`src/rtl/riscv_lsu_pkg.sv`:
```
// Shared constants for the memory-stage load/store unit: RV32I func3
// width/sign encodings and the LSU state encoding.
package riscv_lsu_pkg;

  // Load encodings
  localparam logic [2:0] F3_LB  = 3'b000;
  localparam logic [2:0] F3_LH  = 3'b001;
  localparam logic [2:0] F3_LW  = 3'b010;
  localparam logic [2:0] F3_LBU = 3'b100;
  localparam logic [2:0] F3_LHU = 3'b101;

  // Store encodings
  localparam logic [2:0] F3_SB  = 3'b000;
  localparam logic [2:0] F3_SH  = 3'b001;
  localparam logic [2:0] F3_SW  = 3'b010;

  typedef enum logic [1:0] {
    LSU_IDLE = 2'd0,
    LSU_REQ  = 2'd1,
    LSU_RSP  = 2'd2,
    LSU_DONE = 2'd3
  } lsu_state_e;

endpackage

```
`src/rtl/riscv_lsu_align.sv`:
```
// Combinational lane logic for the LSU: access legality, store lane
// replication with byte enables, and load byte/halfword extraction with
// sign or zero extension. Used once on the request side and once on the
// response side.
module riscv_lsu_align
  import riscv_lsu_pkg::*;
(
  input  logic [1:0]  off_i,
  input  logic [2:0]  func3_i,
  input  logic        wr_en_i,
  input  logic [31:0] wr_data_i,
  input  logic [31:0] rd_word_i,
  output logic        legal_o,
  output logic [31:0] st_data_o,
  output logic [3:0]  byte_en_o,
  output logic [31:0] ld_data_o
);

  logic [7:0]  ld_byte;
  logic [15:0] ld_half;

  assign ld_byte = rd_word_i[{off_i, 3'b000} +: 8];
  assign ld_half = off_i[1] ? rd_word_i[31:16] : rd_word_i[15:0];

  // Legal encodings and natural alignment; unsigned widths exist only for loads
  always_comb begin
    legal_o = 1'b0;
    case (func3_i)
      F3_LB:   legal_o = 1'b1;
      F3_LH:   legal_o = ~off_i[0];
      F3_LW:   legal_o = (off_i == 2'b00);
      F3_LBU:  legal_o = ~wr_en_i;
      F3_LHU:  legal_o = ~wr_en_i & ~off_i[0];
      default: legal_o = 1'b0;
    endcase
  end

  // Replicate store data across lanes and pick the lanes to write
  always_comb begin
    st_data_o = '0;
    byte_en_o = 4'b1111;
    if (wr_en_i) begin
      case (func3_i)
        F3_SB: begin
          st_data_o = {4{wr_data_i[7:0]}};
          byte_en_o = 4'b0001 << off_i;
        end
        F3_SH: begin
          st_data_o = {2{wr_data_i[15:0]}};
          byte_en_o = off_i[1] ? 4'b1100 : 4'b0011;
        end
        default: begin
          st_data_o = wr_data_i;
          byte_en_o = 4'b1111;
        end
      endcase
    end
  end

  // Extract and extend the addressed byte/halfword of the read word
  always_comb begin
    ld_data_o = rd_word_i;
    case (func3_i)
      F3_LB:   ld_data_o = {{24{ld_byte[7]}}, ld_byte};
      F3_LH:   ld_data_o = {{16{ld_half[15]}}, ld_half};
      F3_LBU:  ld_data_o = {24'd0, ld_byte};
      F3_LHU:  ld_data_o = {16'd0, ld_half};
      default: ld_data_o = rd_word_i;
    endcase
  end

endmodule

```
`src/rtl/riscv_lsu.sv`:
```
// Memory-stage load/store unit. Checks and registers an M-stage access,
// runs one valid/ready bus transaction, formats load data and stalls the
// pipeline until the transaction is done.
module riscv_lsu
  import riscv_lsu_pkg::*;
#(
  parameter int XLEN           = 32,
  parameter int TIMEOUT_CYCLES = 0
) (
  input  logic            i_clk,
  input  logic            i_rst,
  input  logic            i_lsu_req,
  input  logic            i_lsu_wr_en,
  input  logic [XLEN-1:0] i_lsu_addr,
  input  logic [XLEN-1:0] i_lsu_wr_data,
  input  logic [2:0]      i_lsu_func3,
  output logic [XLEN-1:0] o_lsu_rd_data,
  output logic            o_lsu_stall,
  output logic            o_lsu_fault,
  output logic            o_bus_valid,
  output logic [XLEN-1:0] o_bus_addr,
  output logic            o_bus_wr_en,
  output logic [XLEN-1:0] o_bus_wr_data,
  output logic [3:0]      o_bus_byte_en,
  input  logic            i_bus_ready,
  input  logic            i_bus_rsp_valid,
  input  logic [XLEN-1:0] i_bus_rsp_data
);

  localparam int CNT_W = (TIMEOUT_CYCLES > 0) ? $clog2(TIMEOUT_CYCLES + 1) : 1;

  lsu_state_e       state_q, state_d;
  logic [XLEN-1:0]  addr_q, addr_d;
  logic [XLEN-1:0]  wdata_q, wdata_d;
  logic [XLEN-1:0]  rd_data_q, rd_data_d;
  logic             wr_en_q, wr_en_d;
  logic [2:0]       func3_q, func3_d;
  logic [3:0]       be_q, be_d;
  logic [CNT_W-1:0] cnt_q, cnt_d;

  logic             req_legal;
  logic [XLEN-1:0]  req_st_data;
  logic [3:0]       req_be;
  logic [XLEN-1:0]  rsp_ld_data;
  logic             timeout_hit;

  logic [XLEN-1:0]  unused_req_ld;
  logic             unused_rsp_legal;
  logic [XLEN-1:0]  unused_rsp_st;
  logic [3:0]       unused_rsp_be;

  // Request side: legality and lane alignment of the incoming access
  riscv_lsu_align u_align_req (
    .off_i     (i_lsu_addr[1:0]),
    .func3_i   (i_lsu_func3),
    .wr_en_i   (i_lsu_wr_en),
    .wr_data_i (i_lsu_wr_data),
    .rd_word_i (i_bus_rsp_data),
    .legal_o   (req_legal),
    .st_data_o (req_st_data),
    .byte_en_o (req_be),
    .ld_data_o (unused_req_ld)
  );

  // Response side: format read data using the registered offset and width
  riscv_lsu_align u_align_rsp (
    .off_i     (addr_q[1:0]),
    .func3_i   (func3_q),
    .wr_en_i   (wr_en_q),
    .wr_data_i (wdata_q),
    .rd_word_i (i_bus_rsp_data),
    .legal_o   (unused_rsp_legal),
    .st_data_o (unused_rsp_st),
    .byte_en_o (unused_rsp_be),
    .ld_data_o (rsp_ld_data)
  );

  assign timeout_hit = (TIMEOUT_CYCLES > 0) && (cnt_q == CNT_W'(TIMEOUT_CYCLES));

  assign o_bus_addr    = {addr_q[XLEN-1:2], 2'b00};
  assign o_bus_wr_en   = wr_en_q;
  assign o_bus_wr_data = wdata_q;
  assign o_bus_byte_en = be_q;
  assign o_lsu_rd_data = rd_data_q;

  // Next-state, capture and handshake outputs; all strobes forced low in reset
  always_comb begin
    state_d     = state_q;
    addr_d      = addr_q;
    wdata_d     = wdata_q;
    rd_data_d   = rd_data_q;
    wr_en_d     = wr_en_q;
    func3_d     = func3_q;
    be_d        = be_q;
    cnt_d       = cnt_q;
    o_lsu_stall = 1'b0;
    o_lsu_fault = 1'b0;
    o_bus_valid = 1'b0;

    case (state_q)
      LSU_IDLE: begin
        if (i_lsu_req) begin
          if (req_legal) begin
            o_lsu_stall = 1'b1;
            addr_d      = i_lsu_addr;
            wr_en_d     = i_lsu_wr_en;
            func3_d     = i_lsu_func3;
            wdata_d     = req_st_data;
            be_d        = req_be;
            state_d     = LSU_REQ;
          end else begin
            o_lsu_fault = 1'b1;
          end
        end
      end
      LSU_REQ: begin
        o_lsu_stall = 1'b1;
        o_bus_valid = 1'b1;
        if (i_bus_ready) begin
          if (wr_en_q) begin
            state_d = LSU_DONE;
          end else begin
            cnt_d   = '0;
            state_d = LSU_RSP;
          end
        end
      end
      LSU_RSP: begin
        o_lsu_stall = 1'b1;
        if (i_bus_rsp_valid) begin
          rd_data_d = rsp_ld_data;
          state_d   = LSU_DONE;
        end else if (timeout_hit) begin
          o_lsu_fault = 1'b1;
          rd_data_d   = '0;
          state_d     = LSU_DONE;
        end else if (cnt_q != '1) begin
          cnt_d = cnt_q + 1'b1;
        end
      end
      LSU_DONE: begin
        state_d = LSU_IDLE;
      end
      default: begin
        state_d = LSU_IDLE;
      end
    endcase

    if (i_rst) begin
      o_lsu_stall = 1'b0;
      o_lsu_fault = 1'b0;
      o_bus_valid = 1'b0;
    end
  end

  // State, request capture, load result and timeout counter registers
  always_ff @(posedge i_clk or posedge i_rst) begin
    if (i_rst) begin
      state_q   <= LSU_IDLE;
      addr_q    <= '0;
      wdata_q   <= '0;
      rd_data_q <= '0;
      wr_en_q   <= 1'b0;
      func3_q   <= '0;
      be_q      <= '0;
      cnt_q     <= '0;
    end else begin
      state_q   <= state_d;
      addr_q    <= addr_d;
      wdata_q   <= wdata_d;
      rd_data_q <= rd_data_d;
      wr_en_q   <= wr_en_d;
      func3_q   <= func3_d;
      be_q      <= be_d;
      cnt_q     <= cnt_d;
    end
  end

endmodule

```
`config.mk`:
```
export PLATFORM = sky130hd
export DESIGN_NAME = riscv_lsu
export DESIGN_NICKNAME = d
export VERILOG_FILES = /design/src/rtl/riscv_lsu_pkg.sv /design/src/rtl/riscv_lsu_align.sv /design/src/rtl/riscv_lsu.sv
export SDC_FILE = /design/constraint.sdc
export NUM_CORES = 1
export LEC_CHECK = 0
export ABC_AREA = 1
export ABC_CLOCK_PERIOD_IN_PS = 3100
export BUFFER_PORTS_ARGS = -buffer_cell sky130_fd_sc_hd__clkbuf_2
export CAP_MARGIN = 20
export CORE_ASPECT_RATIO = 0.7
export CORE_MARGIN = 4
export CORE_UTILIZATION = 45
export CTS_CLUSTER_DIAMETER = 60
export DETAILED_ROUTE_END_ITERATION = 10
export GPL_TIMING_DRIVEN = 0
export PLACE_DENSITY = 0.85
export SYNTH_ARGS = -nofsm -noshare
export SYNTH_HDL_FRONTEND = slang
export SYNTH_SLANG_ARGS = --single-unit
```
`constraint.sdc`:
```
create_clock -name i_clk -period 3.1 [get_ports i_clk]
set_input_delay 0.465 -clock i_clk [delete_from_list [all_inputs] [get_ports i_clk]]
set_output_delay 0.465 -clock i_clk [all_outputs]
set_load 0.1 [all_outputs]
```
==> flow_metrics.py <==
metrics = {
    "global_route": {
        "first_pass_grt_wire_length_um": 26970,
        "maximum_number_of_pins_on_one_net_before_global_route_repair": 42,
        "grt_pass1_vias": 5312,
        "track_usage": 0.2323,
        "gr-total-overflow": 0,
        "number_of_antenna_violations_at_the_first_check_in_global_routing": 0,
    },
    "placement": {
        "detailed_place.area_sq_um": 7042,
        "dp.final_hpwl_um": 13580,
        "numPortBuffers": 205,
        "finalWeightedCongestion": 0.9616,
    },
    "sta": {
        "timing.clock.skew_ns": 0.005888,
        "report.final.hold_viol_count": 0,
        "timing.final.crit_share": 0.9388,
        "final_period_demand_of_the_worst_path_ns": 2.910,
        "setup_repair_after_global_routing_missed_its_margin": "no",
        "report.final.setup_viol": 0,
        "fin_tns_setup_ns": 0,
        "worst_slew_margin_rel": 0.5194,
        "worst_slew_pin_slew_ns": 0.7194,
        "fmaxAchievable_mhz": 343.6,
        "report.final.slew_viol_count": 0,
    },
    "cts": {
        "cts_buffers": 9,
        "worst_skew_pair.late_latency_ns": 0.35,
        "cts_hold_repair.buffers": 0,
        "path_clk_slew_ns": 0.08,
        "root_buffer": "sky130_fd_sc_hd__clkbuf_16",
        "cts_tree": "done",
        "cts-htree-levels": 3,
        "cts-resized-gates": 0,
        "clock_tree.buffer_depth": 2,
        "clock-sinks": 106,
        "post-cts-setup-buffers": 0,
    },
    "critical_path": {
        "critical-path-top-cell-by-count": "sky130_fd_sc_hd__nor2_1",
        "crit_chain": "inv_1 > ha_1 > nand2_1 > a21oi_2 > buf_4 > nor2_1 > nor2_1 > clkbuf_2",
        "arrival_ns": 2.45,
        "crit_family": "buffers and inverters",
        "setup.worst_path.class": "reg2out",
        "path_buf_inv": 3,
        "crit_slowest_cell": "sky130_fd_sc_hd__clkbuf_2",
        "worstSetupStartpointType": "register",
        "reg2reg_depth": 8,
        "worst-r2r-setup-slack_ns": 1.23,
        "slowest_delay_ns": 0.46,
        "required_ns": 2.63,
        "regToRegStartpoint": "state_q[0]",
        "r2r_end": "o_lsu_rd_data[15]",
        "crit_path_end_kind": "output pin",
        "timing.critical_path.fanout_max": 10,
    },
    "routing": {
        "vias": 5817,
        "first_iter_violations": 437,
        "ratio_of_routed_vias_to_standard_cells": 4.901,
        "detail_route.first_pass.iterations": 5,
        "routed_wirelength_normalized_by_instance_count_um": 14.66,
        "post-route-drc-count": 0,
        "drt.antenna.violating_nets": 0,
        "finalWirelength_um": 17400,
    },
    "layout": {
        "n_antenna_cell": 0,
        "layout_common_cells": "363 x sky130_fd_sc_hd__nand2_1, 205 x sky130_fd_sc_hd__clkbuf_2, 106 x sky130_fd_sc_hd__dfrtp_1, 53 x sky130_fd_sc_hd__nand3_1, 46 x sky130_fd_sc_hd__inv_1",
        "finish.utilization": 0.5884,
        "final_area_sq_um": 7335,
        "nNetsFinal": 1130,
        "layout.cells.most_common": "sky130_fd_sc_hd__nand2_1",
        "post_route_cells_drive_above_1_share": 0.3005,
        "syn2layout_area_growth_pct": 27.32,
    },
    "yosys": {
        "total_number_of_yosys_warnings": 0,
        "ys_seq_area_frac": 0.4605,
        "yosys.cell_types.count": 25,
        "post_synth_instance_area_sq_um": 5761,
        "synth.ff_latch_count": 106,
        "synth_area_per_cell_sq_um": 7.192,
        "post_synth_inst_count": 801,
    },
    "die": {
        "fp.dieH_um": 102.7,
        "top_level_ports": 209,
        "floorplan_die_width_um": 143.2,
        "core_sq_um": 12460,
        "dieArea_sq_um": 14700,
        "core.rowCount": 34,
        "initial_core_util": 0.4622,
    },
    "status": {
        "outcome": "finished clean",
    },
    "worst_hold_path": {
        "timing.hold.worst.class": "in2async",
    },
    "job": {
        "number_of_maximum_capacitance_constraint_violations": 0,
    },
}
worst max path at each step:
stage                    from           to  depth (start not counted)
6_report           state_q[0]  o_lsu_stall                          8
3_5_place_dp   i_lsu_func3[0]  o_lsu_stall                          8
3_3_place_gp   i_lsu_func3[0]  o_lsu_stall                          8
2_1_floorplan      state_q[0]  o_lsu_stall                          7
4_1_cts            state_q[0]  o_lsu_stall                          8
5_1_grt            state_q[0]  o_lsu_stall                          8
cell type report:
class	count	area (sq um)
multi-input combinational	573	2451
clock buffer	10	239.0
clock inverter	6	53.80
sequential	106	2653
inverter	50	191.4
fill	1181	5130
timing repair buffer	207	1066
tap	162	202.7
buffer	73	478.0
metal layers:
layer  global-route usage  up-vias  part of all wire
met5                    0        -                 0
met2               0.3351      287              0.41
met3              0.06583       21              0.11
met1               0.3467     2619              0.46
li1                     -     2890                 -
met4              0.05572        0             0.013
logic make-up (layout without fill, tap and decap cells):
| group | Yosys count | after routing | share of synthesized area |
|---|---|---|---|
| flip-flops | 106 | 106 | 0.4605 |
| adder cells (fa/ha/maj) | 5 | 5 | 0.01086 |
| other | 1 | 2 | 0.0006510 |
| AO/OA/AOI/OAI | 84 | 84 | 0.07428 |
| buffers and inverters | 123 | 346 | 0.1156 |
| AND/OR/NAND/NOR | 482 | 482 | 0.3382 |
cells in the mapped netlist:
cell type	number	share of area
sky130_fd_sc_hd__a21oi_1	43	0.037
sky130_fd_sc_hd__a21oi_2	1	0.0015
sky130_fd_sc_hd__buf_1	1	0.00065
sky130_fd_sc_hd__buf_2	19	0.017
sky130_fd_sc_hd__buf_4	34	0.044
sky130_fd_sc_hd__buf_6	7	0.014
sky130_fd_sc_hd__clkbuf_1	12	0.0078
sky130_fd_sc_hd__clkinv_1	3	0.0020
sky130_fd_sc_hd__conb_1	1	0.00065
sky130_fd_sc_hd__dfrtp_1	106	0.46
sky130_fd_sc_hd__ha_1	5	0.011
sky130_fd_sc_hd__inv_1	47	0.031
sky130_fd_sc_hd__nand2_1	363	0.24
sky130_fd_sc_hd__nand2_2	1	0.0011
sky130_fd_sc_hd__nand3_1	53	0.046
sky130_fd_sc_hd__nand3_2	1	0.0017
sky130_fd_sc_hd__nand3b_1	2	0.0026
sky130_fd_sc_hd__nand4_1	1	0.0011
sky130_fd_sc_hd__nor2_1	38	0.025
sky130_fd_sc_hd__nor2_2	3	0.0033
sky130_fd_sc_hd__nor3_1	3	0.0026
sky130_fd_sc_hd__o21ai_0	38	0.033
sky130_fd_sc_hd__o21bai_1	1	0.0013
sky130_fd_sc_hd__o22ai_1	1	0.0011
sky130_fd_sc_hd__or2_2	17	0.018
registers in the layout, summed over array words and instances (netlist names):
name	cells
o_lsu_rd_data	32
addr_q	32
state_q	2
o_bus_byte_en	4
o_bus_wr_data	32
func3_q	3
o_bus_wr_en	1
through the flow:
stage	worst slack (ns)	hold WS [ns]	instances
finish	0.1896	0.2579	1187
global route	0.07551	0.2970	1187
CTS	0.1836	0.2733	1187
detailed placement	0.5432	0.4658	1171
global placement	0.5714	0.4625	1169
floorplan	0.2256	0.4500	802
worst reg2reg max path: cells and delay by family, from the launching register on:
family,cells,cell delay (ns)
fa+ha+maj,1,0.18
compound gates,3,0.38
flops,1,0.43
buf+inv,3,0.70
simple gates,1,0.07
Power is left out: the tool's default activity adds up to more than one toggle a clock period on the data nets, which glitch-free logic cannot reach.
